**config.mk**
```make
export PLATFORM = sky130hd
export DESIGN_NAME = mm_refill_ctrl
export DESIGN_NICKNAME = d
export VERILOG_FILES = /design/src/rtl/mm_refill_ctrl.sv
export SDC_FILE = /design/constraint.sdc
export NUM_CORES = 1
export LEC_CHECK = 0
export CAP_MARGIN = 20
export CELL_PAD_IN_SITES_DETAIL_PLACEMENT = 1
export CELL_PAD_IN_SITES_GLOBAL_PLACEMENT = 1
export CORE_ASPECT_RATIO = 0.6
export CORE_UTILIZATION = 36
export CTS_BUF_LIST = sky130_fd_sc_hd__clkbuf_8
export CTS_CLUSTER_DIAMETER = 40
export CTS_CLUSTER_SIZE = 25
export DETAILED_ROUTE_END_ITERATION = 6
export PLACE_DENSITY = 0.8
export SLEW_MARGIN = 25
export SYNTH_ARGS = -nofsm -noshare
export SYNTH_HDL_FRONTEND = slang
export SYNTH_SLANG_ARGS = --single-unit
```
**constraint.sdc**
```tcl
create_clock -name CLK -period 6.3 [get_ports CLK]
set_input_delay 0.945 -clock CLK [delete_from_list [all_inputs] [get_ports CLK]]
set_output_delay 0.945 -clock CLK [all_outputs]
set_load 0.03 [all_outputs]
```
**src/rtl/mm_refill_ctrl.sv**
```systemverilog
// mm_refill_ctrl: fetches the 2-word block around PC on a cache miss and
// delivers it to the instruction cache as one 64-bit fill strobe.
module mm_refill_ctrl #(
    parameter int ADDR_W = 32,
    parameter int CNT_W  = 20
) (
    input  logic              CLK,
    input  logic              RESET,
    input  logic [ADDR_W-1:0] PC,
    input  logic              HitWrite,
    input  logic              MEM_READY,
    input  logic [31:0]       MEM_RDATA,
    output logic              MEM_RD,
    output logic [ADDR_W-1:0] MEM_ADDR,
    output logic              Access_MM,
    output logic [63:0]       Data_MM,
    output logic [2:0]        index,
    output logic              BUSY,
    output logic [CNT_W-1:0]  CNT_REFILL,
    output logic [CNT_W-1:0]  CNT_STALL
);
    typedef enum logic [2:0] {IDLE, RD0, RD1, FILL, SETTLE} state_t;
    state_t state, next;
    logic [ADDR_W-1:2] blk_pc;
    logic [31:0] word0;
    logic pc_unused;
    assign pc_unused = ^PC[1:0];
    always_ff @(posedge CLK or posedge RESET) begin
        if (RESET) state <= IDLE;
        else       state <= next;
    end
    always_comb begin
        next = state;
        case (state)
            IDLE:    next = HitWrite  ? IDLE : RD0;
            RD0:     next = MEM_READY ? RD1  : RD0;
            RD1:     next = MEM_READY ? FILL : RD1;
            FILL:    next = SETTLE;
            default: next = IDLE;
        endcase
        MEM_RD    = (state == RD0) || (state == RD1);
        Access_MM = (state == FILL);
        BUSY      = (state != IDLE);
    end
    // Address and fill line are loaded on the edge entering the state that shows them.
    always_ff @(posedge CLK or posedge RESET) begin
        if (RESET) begin
            blk_pc     <= '0;
            word0      <= '0;
            MEM_ADDR   <= '0;
            Data_MM    <= '0;
            index      <= '0;
            CNT_REFILL <= '0;
            CNT_STALL  <= '0;
        end else begin
            if (state == IDLE && !HitWrite) begin
                blk_pc   <= PC[ADDR_W-1:2];
                MEM_ADDR <= {PC[ADDR_W-1:3], 3'b000};
            end
            if (state == RD0 && MEM_READY) begin
                word0    <= MEM_RDATA;
                MEM_ADDR <= {blk_pc[ADDR_W-1:3], 3'b100};
            end
            if (state == RD1 && MEM_READY) begin
                Data_MM <= {MEM_RDATA, word0};
                index   <= blk_pc[4:2];
            end
            if (state == FILL) CNT_REFILL <= CNT_REFILL + CNT_W'(1);
            if (state != IDLE) CNT_STALL  <= CNT_STALL + CNT_W'(1);
        end
    end
endmodule

```
======== After elaboration in Yosys (flattened, before gate mapping) ========
Index checks and enable logic that the tools add are counted.
Widths: inputs -> output; s select.
storage, ports and cells
  flip-flop bits (word level) ............. 204
  input port bits ......................... 68
  output and inout bits ................... 142
  logic and storage cells ................. 27
cells by class
  add/sub/neg operators ................... 2
  equal/unequal tests ..................... 3
  mux-type cells .......................... 6
  reduce and logical (&&, ||, !) cells .... 8
operators with widths
  kind                   number
  $mux 32                2
  $add 20x1->20 const B  2
  $pmux 3 s4             1
  $eq 3x2->1 const B     2
  $eq 3x1->1 const B     1
  $logic_and 1x1->1      3
  $logic_not 3->1        1
  $reduce_bool 3->1      1
  $mux 1                 2
  $mux 2                 1
  $reduce_bool 2->1      1
  $logic_not 1->1        1
  $logic_or 1x1->1       1

======== Depth between registers and ports, before layout ========
Gate-level depths: netlist of the first run.
  depth in word-level cells ............... 4
  gate-level depth with buffers ........... 8
  mapped depth without buffers ............ 5

======== Worst setup path before layout of the first run ========
OpenSTA, ideal clock, no wires.
  kind .................................... flip-flop to output port
  from .................................... reg state[1]
  to ...................................... out Access_MM
  arrival time ............................ 1.518 ns
  slack ................................... 3.837 ns
  stages on the path, launching flop included .. 3
  buffers on the path ..................... 1
  cell sequence ........................... dfrtp_1 -> buf_4 -> nor3b_1
on the way
  longest elaborated chain between the ends .. 1
RTL lines
  item                      line  RTL
  start: declaration        23    state_t state, next;
  start signal: assignment  30    else state <= next;
  $eq 3x2->1                42    Access_MM = (state == FILL);
  end: declaration          15    output logic Access_MM,
No other way between the ends.

======== Worst setup path in the final report of the first run ========
  from .................................... reg state[0]
  to ...................................... out Access_MM
Same word-level chain as after synthesis.

==> results of run 1 <==
## stage by stage
stage	hold slack, ps	instance area, µm²	cells
finish	478	10800	1060
global route	502	10800	1060
CTS	480	10800	1059
detailed placement	465	10300	1015
global placement	458	10300	1015
floorplan	440	7940	552
## cell usage after synthesis (all sizes together)
master / number
nor4: 4
and3: 1
nor3b: 2
xor2: 16
nand2: 20
nand4b: 1
and2: 29
buf: 17
a21oi: 3
conb: 1
nor2: 18
and4bb: 1
nor4b: 2
a221o: 29
a21o: 30
xnor2: 23
dfrtp: 202
inv: 5
and4: 2
or2: 1
ha: 2
a211oi: 1
nand2b: 2
nand3: 12
or4: 1
nand4: 12
clkbuf: 10
mux2: 100
or4b: 1
nor3: 3
## where the power goes
| part | internal [mW] | switching, mW |
|---|---|---|
| Sequential | 1.85 | 0.372 |
| Combinational | 1.19 | 1.36 |
| Clock | 0.432 | 0.537 |
| Total | 3.47 | 2.27 |
## cell type report
type / count / area [µm²] / area share
flip-flops and latches: 202 / 5050 / 0.468
multi-input cells: 318 / 2720 / 0.252
inverters: 5 / 25.0 / 0.00232
well taps: 279 / 349 / 0.0323
clock buffers: 27 / 372 / 0.0344
clock inverters: 17 / 143 / 0.0132
repair buffers: 212 / 2130 / 0.198
## critical path: cells and delay by family, from the launching register on
family	cells	cell delay [ps]
buffers and inverters	2	960
flip-flops	1	520
AND/OR/NAND/NOR	1	630
## worst paths after layout
| path | end | cells past startpoint | slack (ps) |
|---|---|---|---|
| setup reg to reg | MEM_ADDR[13]$_DFFE_PP0P_ | 6 | 3530 |
| max in group asynchronous | Data_MM[46]$_DFFE_PP0P_ | 3 | 4360 |
| hold reg to reg | CNT_STALL[19]$_DFFE_PP0P_ | 1 | 480 |
| min in group asynchronous | Data_MM[36]$_DFFE_PP0P_ | 2 | 840 |
| hold / removal | CNT_STALL[19]$_DFFE_PP0P_ | 1 | 480 |
| setup / recovery | Access_MM | 3 | 2720 |
## cell families after synthesis
group,share of synthesized area
fa+ha+maj,0.00315
flops,0.637
buf+inv,0.0222
xor+xnor,0.0430
other cells,0.000473
compound gates,0.0678
mux,0.142
simple gates,0.0844
## routing by layer
layer | up-vias | GRT usage | share of wire
met1 | 2743 | 0.234 | 0.45
met2 | 136 | 0.294 | 0.47
met3 | 25 | 0.0556 | 0.068
met5 | - | 0 | 0
li1 | 2387 | - | -
met4 | 0 | 0.0368 | 0.014
## sequential cells by signal, summed over array words and instances, names as in the netlist
| register | cells |
|---|---|
| Data_MM | 64 |
| index | 3 |
| state | 3 |
| CNT_STALL | 20 |
| MEM_ADDR | 30 |
| blk_pc | 30 |
| word0 | 32 |
| CNT_REFILL | 20 |
==> impl_metrics.csv, run 1 <==
group,metric,value,unit
route,drc_errors,0,
clocking,clock_tree.buffer_depth,3,
yosys,synthDominantCellAreaShare,0.637,
floorplanning,core_area,21300,µm²
route,avgViaCountPerCell,4.99,
pwr,power_dens_cells,532,nW/µm²
yosys,number_of_synthesized_register_bits,202,
route,detail_route.iter0.violations,253,
finish,antenna_cells_inserted,0,
timing,slew-limit-headroom,0.463,
critical_path,worstSetupStartpoint,"state[0]$_DFF_PP0_",
timing,fin_crit,3580,ps
floorplanning,fp.dieArea,22700,µm²
critical_path,critical_path_cell_with_the_highest_stage_delay,"clkdlybuf4s50_1",
global_routing,grt_first_pass_wirelength,32300,µm
timing,fin_setup_tns,0,ps
finish,final_core_util,0.507,
finish,final_common_cell,"clkdlybuf4s50_1",
route,routed_wl,20000,µm
yosys,synth-warning-count,0,
route,wl_per_cell,18.9,µm
route,detailedRoute.firstPassIterationCount,4,
critical_path,arrival_worst_endpoint,2630,ps
placement,place_worst_setup_slack,3070,ps
critical_path,setup.worst_path.end_class,"output pin",
route,antenna_left,0,
critical_path,timing_worst_setup_path_type,"reg -> out",
timing,fmaxAchievable,0.280,GHz
floorplanning,die_width,194,µm
placement,place_congestion,0.811,
run_status,run_status,"completed",
timing,unrepaired_setup_endpoints_after_global_routing,"no",
pwr,totalPowerFinal,5.74,mW
floorplanning,start_util,0.373,
clocking,clock_tree.htree_level_count,1,
global_routing,largest_net_degree_at_the_start_of_global_routing,100,
critical_path,critical_path_peak_fanout,7,
critical_path,setup.worst_path.start_class,"flop",
yosys,postSynthCellCount,551,
floorplanning,rows,41,
min_path,hp-class,"reg -> reg",
critical_path,cpPeakStageDelay,800,ps
clocking,clk_root_buffer_cell,"clkbuf_8",
finish,syn2layout_area_growth,36.1,%
finish,mostFrequentLayoutCells,"clkdlybuf4s50_1, dfrtp_1, mux2_2",
timing,final_critical_path_setup_slack,2720,ps
clocking,postCtsHoldBufs,0,
yosys,synthDominantAreaCellType,"dfrtp_1",
yosys,netlist_area,7940,µm²
timing,count_of_final_setup_violators,0,
yosys,seq_area_frac_synth,0.637,
clocking,clkLatencyLatePin,530,ps
clocking,tritoncts_num_sinks,202,
placement,dp.final_hpwl,13800,µm
timing,final-max-slew-violation-count,0,
global_routing,grt.overflow.total,0,
floorplanning,die_span_in_y,117,µm
global_routing,groute.usage.overall,0.178,
clocking,worst_setup_hold_path_clk_slew,100,ps
critical_path,worstPathCellList,"inv_1 > nor3b_1 > clkdlybuf4s50_1",
yosys,yosys.cell_types.count,36,
clocking,cts_resized,0,
min_path,min_from,"CNT_STALL[19]$_DFFE_PP0P_",
finish,final_nets,833,
finish,nFillCells,2165,
yosys,syn-mean-instance-area,14.4,µm²
critical_path,regToRegStartpoint,"state[1]$_DFF_PP0_",
finish,post_route_cells_drive_above_1_share,0.211,
timing,clock_skew,16.3,ps
timing,fin_crit_sh,0.568,
clocking,tritoncts.num_buffers,24,
yosys,synth_top_cells_by_area,"dfrtp_1, mux2_2, a221o_1, a21o_1, xnor2_1",
run,max_cap_viol_count,0,
clocking,clock_tree_from_tritoncts,"done",
pwr,p_leak,4.75,nW
timing,hold_violation_count_in_the_final_report,0,
global_routing,via_count_of_the_first_global_routing_pass,5840,
timing,worst_pin_slew,798,ps
global_routing,antenna_found_initial,0,
critical_path,required_time_at_the_endpoint_of_the_critical_path,5350,ps
floorplanning,pin_count,210,
pwr,irDropWorstVdd,0.243,mV
placement,placement.io_buffers,205,
clocking,postCtsSetupRepairBufs,0,
route,vias,5291,
(Power assumes the default switching activity.)
==> run 2: changes to the inputs <==
CORE_UTILIZATION = 40   (was 36)
PLACE_DENSITY = 0.84   (was 0.8)
clock period = 3.7 ns   (was 6.3 ns; I/O delays follow)
==> impl_metrics.csv, run 2 (synthesis results as in run 1) <==
group,metric,value,unit
finish,top_register,"Data_MM",
clocking,clock_tree.htree_level_count,1,
critical_path,timing.critical_path.buf_inv,1,
critical_path,critical_path_cell_with_the_highest_stage_delay,"clkdlybuf4s50_1",
timing,fin_setup_tns,0,ps
critical_path,arrival_worst_endpoint,2550,ps
critical_path,timing_worst_setup_path_type,"reg -> out",
finish,layout_top_registers,"Data_MM: 64 flops, word0: 32 flops",
route,met2WireLength,9200,µm
clocking,clock_tree.buffer_depth,3,
route,met3_wirelength,1680,µm
floorplanning,die_span_in_y,111,µm
global_routing,largest_net_degree_at_the_start_of_global_routing,93,
pwr,irDropWorstVdd,0.521,mV
timing,fin_crit,3100,ps
route,antenna_left,0,
clocking,postCtsHoldBufs,0,
run_status,run_status,"completed",
run,max_cap_viol_count,0,
critical_path,setup.worst_path.end_class,"output pin",
finish,syn2layout_area_growth,35.4,%
timing,clock_skew,18.4,ps
clocking,tritoncts.num_buffers,19,
timing,fmaxAchievable,0.323,GHz
clocking,postCtsSetupRepairBufs,0,
finish,post_route_cells_drive_above_1_share,0.202,
clocking,worst_setup_hold_path_clk_slew,120,ps
global_routing,groute.usage.overall,0.204,
timing,worst_pin_slew,933,ps
floorplanning,pin_count,210,
clocking,clkLatencyLatePin,530,ps
critical_path,worstPathCellList,"nor3b_1 > clkdlybuf4s50_1",
route,vias,5327,
floorplanning,die_width,184,µm
floorplanning,rows,39,
finish,final_nets,830,
timing,count_of_final_setup_violators,0,
clocking,cts_resized,0,
placement,placement.io_buffers,205,
route,drt-met1-wl,9000,µm
global_routing,via_count_of_the_first_global_routing_pass,5946,
pwr,totalPowerFinal,9.74,mW
route,routed_wl,20200,µm
finish,mostFrequentLayoutCells,"clkdlybuf4s50_1, dfrtp_1, mux2_2",
floorplanning,start_util,0.413,
clocking,clock_tree_from_tritoncts,"done",
floorplanning,fp.dieArea,20400,µm²
clocking,clk_root_buffer_cell,"clkbuf_8",
floorplanning,core_area,19200,µm²
timing,final-max-slew-violation-count,0,
pwr,power_dens_cells,907,nW/µm²
route,dr.max_layer_used,"met4",
critical_path,critical_path.top_delay_family,"buffers and inverters",
route,detailedRoute.firstPassIterationCount,4,
route,drc_errors,0,
global_routing,grt_first_pass_wirelength,33200,µm
timing,slew-limit-headroom,0.369,
finish,final_common_cell,"clkdlybuf4s50_1",
clocking,tritoncts_num_sinks,202,
placement,dp.final_hpwl,14000,µm
critical_path,required_time_at_the_endpoint_of_the_critical_path,3140,ps
route,avgViaCountPerCell,5.12,
route,wl_per_cell,19.4,µm
min_path,hp-class,"in -> async",
timing,fin_crit_sh,0.838,
finish,flip_flop_count_of_the_largest_register_after_layout,64,
critical_path,critical_path_peak_fanout,11,
timing,unrepaired_setup_endpoints_after_global_routing,"no",
critical_path,setup.worst_path.start_class,"flop",
global_routing,grt.overflow.total,0,
critical_path,rrSetupSlack,1170,ps
route,detail_route.iter0.violations,279,
global_routing,antenna_found_initial,0,
pwr,p_leak,4.72,nW
placement,place_congestion,0.769,
critical_path,cpPeakStageDelay,830,ps
timing,hold_violation_count_in_the_final_report,0,
## run 2: cell types whose count changed in the layout (fill, tap and decap cells not counted), sizes merged
cell      delta
buf          +2
bufinv       +1
clkbuf       -7
clkinv       -2
clkinvlp     +1
diode        +1
inv          -3
## run 2: per-stage QoR
step                      area, µm²   util  hold slack [ps]  std cells  worst slack [ps]
final                         10700  0.559              401       1040               599
after global routing          10700  0.559              407       1039               401
after CTS                     10700  0.559              397       1039               580
after detailed placement      10300  0.534              465       1005              1100
after global placement        10300  0.534              459       1005              1160
after floorplan                7940      -              440        552               529
## run 2: worst paths after layout
path                                      startpoint                    endpoint  cells past startpoint
setup / recovery                  state[1]$_DFF_PP0_                   Access_MM                      2
hold / removal                                 RESET  CNT_REFILL[13]$_DFFE_PP0P_                      2
setup reg to reg                  state[1]$_DFF_PP0_    MEM_ADDR[16]$_DFFE_PP0P_                      6
hold reg to reg            CNT_STALL[19]$_DFFE_PP0P_   CNT_STALL[19]$_DFFE_PP0P_                      1
max in group asynchronous                      RESET        index[1]$_DFFE_PP0P_                      3
min in group CLK           CNT_STALL[19]$_DFFE_PP0P_   CNT_STALL[19]$_DFFE_PP0P_                      1
## run 2: layout make-up
type                       count  area (µm²)
fill                        1929        8480
sequential                   202        5050
multi-input combinational    318        2710
timing repair buffer         214        2140
tap                          266         333
clock buffer                  20         275
clock inverter                14         198
inverter                       5        25.0
antenna                        1        2.50
## run 2: routing by layer
layer | up-vias | GRT usage
li1 | 2369 | -
met1 | 2760 | 0.276
met2 | 168 | 0.324
met3 | 30 | 0.0660
met4 | 0 | 0.0367
met5 | - | 0
## run 2: power by group
part / internal (mW) / switching, mW / total (mW) / leakage, nW
clock: 0.664 / 0.928 / 1.59 / 0.230
combinational: 2.03 / 2.34 / 4.37 / 1.98
sequential: 3.15 / 0.634 / 3.78 / 2.51
total: 5.84 / 3.91 / 9.74 / 4.72
==> run 3: changes to the inputs <==
CORE_UTILIZATION = 36   (was 40)
PLACE_DENSITY = 0.8   (was 0.84)
clock period = 2.7 ns   (was 3.7 ns; I/O delays follow)
==> impl_metrics.csv, run 3 (synthesis results as in run 1) <==
group,metric,value,unit
run_status,run_status,"completed",
floorplanning,core_area,21300,µm²
min_path,hp-class,"in -> async",
timing,fin_crit_sh,0.927,
timing,slew-limit-headroom,0.434,
route,vias,5311,
route,avgViaCountPerCell,4.98,
finish,flip_flop_count_of_the_largest_register_after_layout,64,
timing,fmaxAchievable,0.400,GHz
finish,mostFrequentLayoutCells,"clkdlybuf4s50_1, dfrtp_1, mux2_2",
placement,placement.io_buffers,205,
clocking,worst_setup_hold_path_clk_slew,100,ps
route,antenna_left,0,
critical_path,setup.worst_path.end_class,"output pin",
critical_path,arrival_worst_endpoint,2100,ps
timing,fin_crit,2500,ps
placement,place_area,10300,µm²
finish,layout_top_registers,"Data_MM: 64 flops, word0: 32 flops",
timing,worst_pin_slew,842,ps
finish,final_nets,840,
clocking,clock_tree.buffer_depth,3,
global_routing,via_count_of_the_first_global_routing_pass,5812,
route,routed_wl,19900,µm
route,detailedRoute.firstPassIterationCount,4,
timing,fin_setup_tns,0,ps
pwr,p_leak,4.81,nW
placement,place_congestion,0.792,
timing,unrepaired_setup_endpoints_after_global_routing,"no",
finish,antenna_cells_inserted,0,
run,max_cap_viol_count,0,
floorplanning,start_util,0.373,
critical_path,setup.worst_path.start_class,"flop",
pwr,power_dens_cells,1240,nW/µm²
clocking,clock_tree.htree_level_count,1,
clocking,clk_root_buffer_cell,"clkbuf_8",
critical_path,critical_path_peak_fanout,9,
global_routing,grt.overflow.total,0,
global_routing,groute.usage.overall,0.175,
finish,post_route_cells_drive_above_1_share,0.212,
floorplanning,pin_count,210,
floorplanning,die_width,194,µm
global_routing,antenna_found_initial,0,
timing,count_of_final_setup_violators,0,
clocking,clock_tree_from_tritoncts,"done",
timing,final-max-slew-violation-count,0,
timing,clock_skew,22.2,ps
floorplanning,rows,41,
critical_path,timing_worst_setup_path_type,"reg -> out",
route,detail_route.iter0.violations,253,
clocking,tritoncts.num_buffers,23,
global_routing,grt_first_pass_wirelength,31700,µm
clocking,tritoncts_num_sinks,202,
timing,hold_violation_count_in_the_final_report,0,
route,drc_errors,0,
pwr,irDropWorstVdd,0.631,mV
finish,top_register,"Data_MM",
clocking,postCtsHoldBufs,0,
finish,syn2layout_area_growth,37.3,%
floorplanning,die_span_in_y,117,µm
finish,finalInstanceArea,10900,µm²
route,wl_per_cell,18.6,µm
floorplanning,fp.dieArea,22700,µm²
critical_path,required_time_at_the_endpoint_of_the_critical_path,2300,ps
finish,final_common_cell,"clkdlybuf4s50_1",
global_routing,largest_net_degree_at_the_start_of_global_routing,89,
clocking,clkLatencyLatePin,540,ps
placement,dp.final_hpwl,13900,µm
finish,nFillCells,2122,
==> run 3: changes by cell type in the layout (fill, tap and decap cells not counted), moves of 2 or more <==
cell | previous run | this run
buf_12 | 2 | 4
buf_4 | 7 | 11
clkbuf_8 | 20 | 23
inv_1 | 3 | 6
inv_6 | 2 | 5
inv_8 | 3 | 5
==> run 3: worst paths after layout <==
| check | startpoint | to | slack [ps] | cells past startpoint |
|---|---|---|---|---|
| max | state[2]$_DFF_PP0_ | BUSY | 200 | 3 |
| min | RESET | word0[7]$_DFFE_PP0N_ | 190 | 2 |
| max reg2reg | state[2]$_DFF_PP0_ | CNT_STALL[19]$_DFFE_PP0P_ | 610 | 5 |
| min reg2reg | blk_pc[11]$_DFFE_PP0P_ | blk_pc[11]$_DFFE_PP0P_ | 490 | 1 |
| max in group asynchronous | RESET | MEM_ADDR[13]$_DFFE_PP0P_ | 1740 | 3 |
| min in group CLK | PC[2] | blk_pc[2]$_DFFE_PP0P_ | 420 | 3 |
==> run 3: worst max-delay path, cell delays in order (launching register included) <==
cell	delay, ps
dfrtp_1	520
nor3_4	330
inv_4	90
clkdlybuf4s50_1	620
==> run 3: what timing repair did <==
| item | in CTS | in global routing |
|---|---|---|
| resized for setup | 1 | 0 |
| gates cloned | 0 | 0 |
| setup buffers | 0 | 1 |
| pin swaps | 0 | 1 |
| setup endpoints to repair | 1 | 1 |
==> run 3: per-stage QoR <==
step / setup WS, ps / hold WS (ps) / util / power (mW) / cells
finish: 198 / 194 / 0.512 / 13.5 / 1066
floorplan: -321 / 440 / - / 8.73 / 552
detailed placement: 213 / 466 / 0.486 / 11.3 / 1023
CTS: 35.8 / 178 / 0.511 / 13.7 / 1065
global route: 94.3 / 201 / 0.512 / 14.3 / 1066
global placement: 266 / 458 / 0.486 / 11.0 / 1023
==> run 3: layout make-up <==
class / instances / area [µm²] / area share
clock buffer: 23 / 317 / 0.0291
clock inverter: 19 / 214 / 0.0196
inverter: 5 / 25.0 / 0.00230
multi-input combinational: 318 / 2720 / 0.250
sequential: 202 / 5050 / 0.464
tap: 279 / 349 / 0.0321
timing repair buffer: 220 / 2210 / 0.203
==> run 3: where the power goes <==
group	switching [mW]	internal (mW)	total, mW
clock network	1.32	1.02	2.34
logic	3.19	2.82	6.01
registers	0.863	4.32	5.18
==> run 3: layer usage <==
layer	vias up	routed length, µm	GRT usage
li1	2393	-	-
met1	2742	8910	0.236
met2	144	9290	0.280
met3	32	1260	0.0487
met4	0	398	0.0421
met5	-	0	0
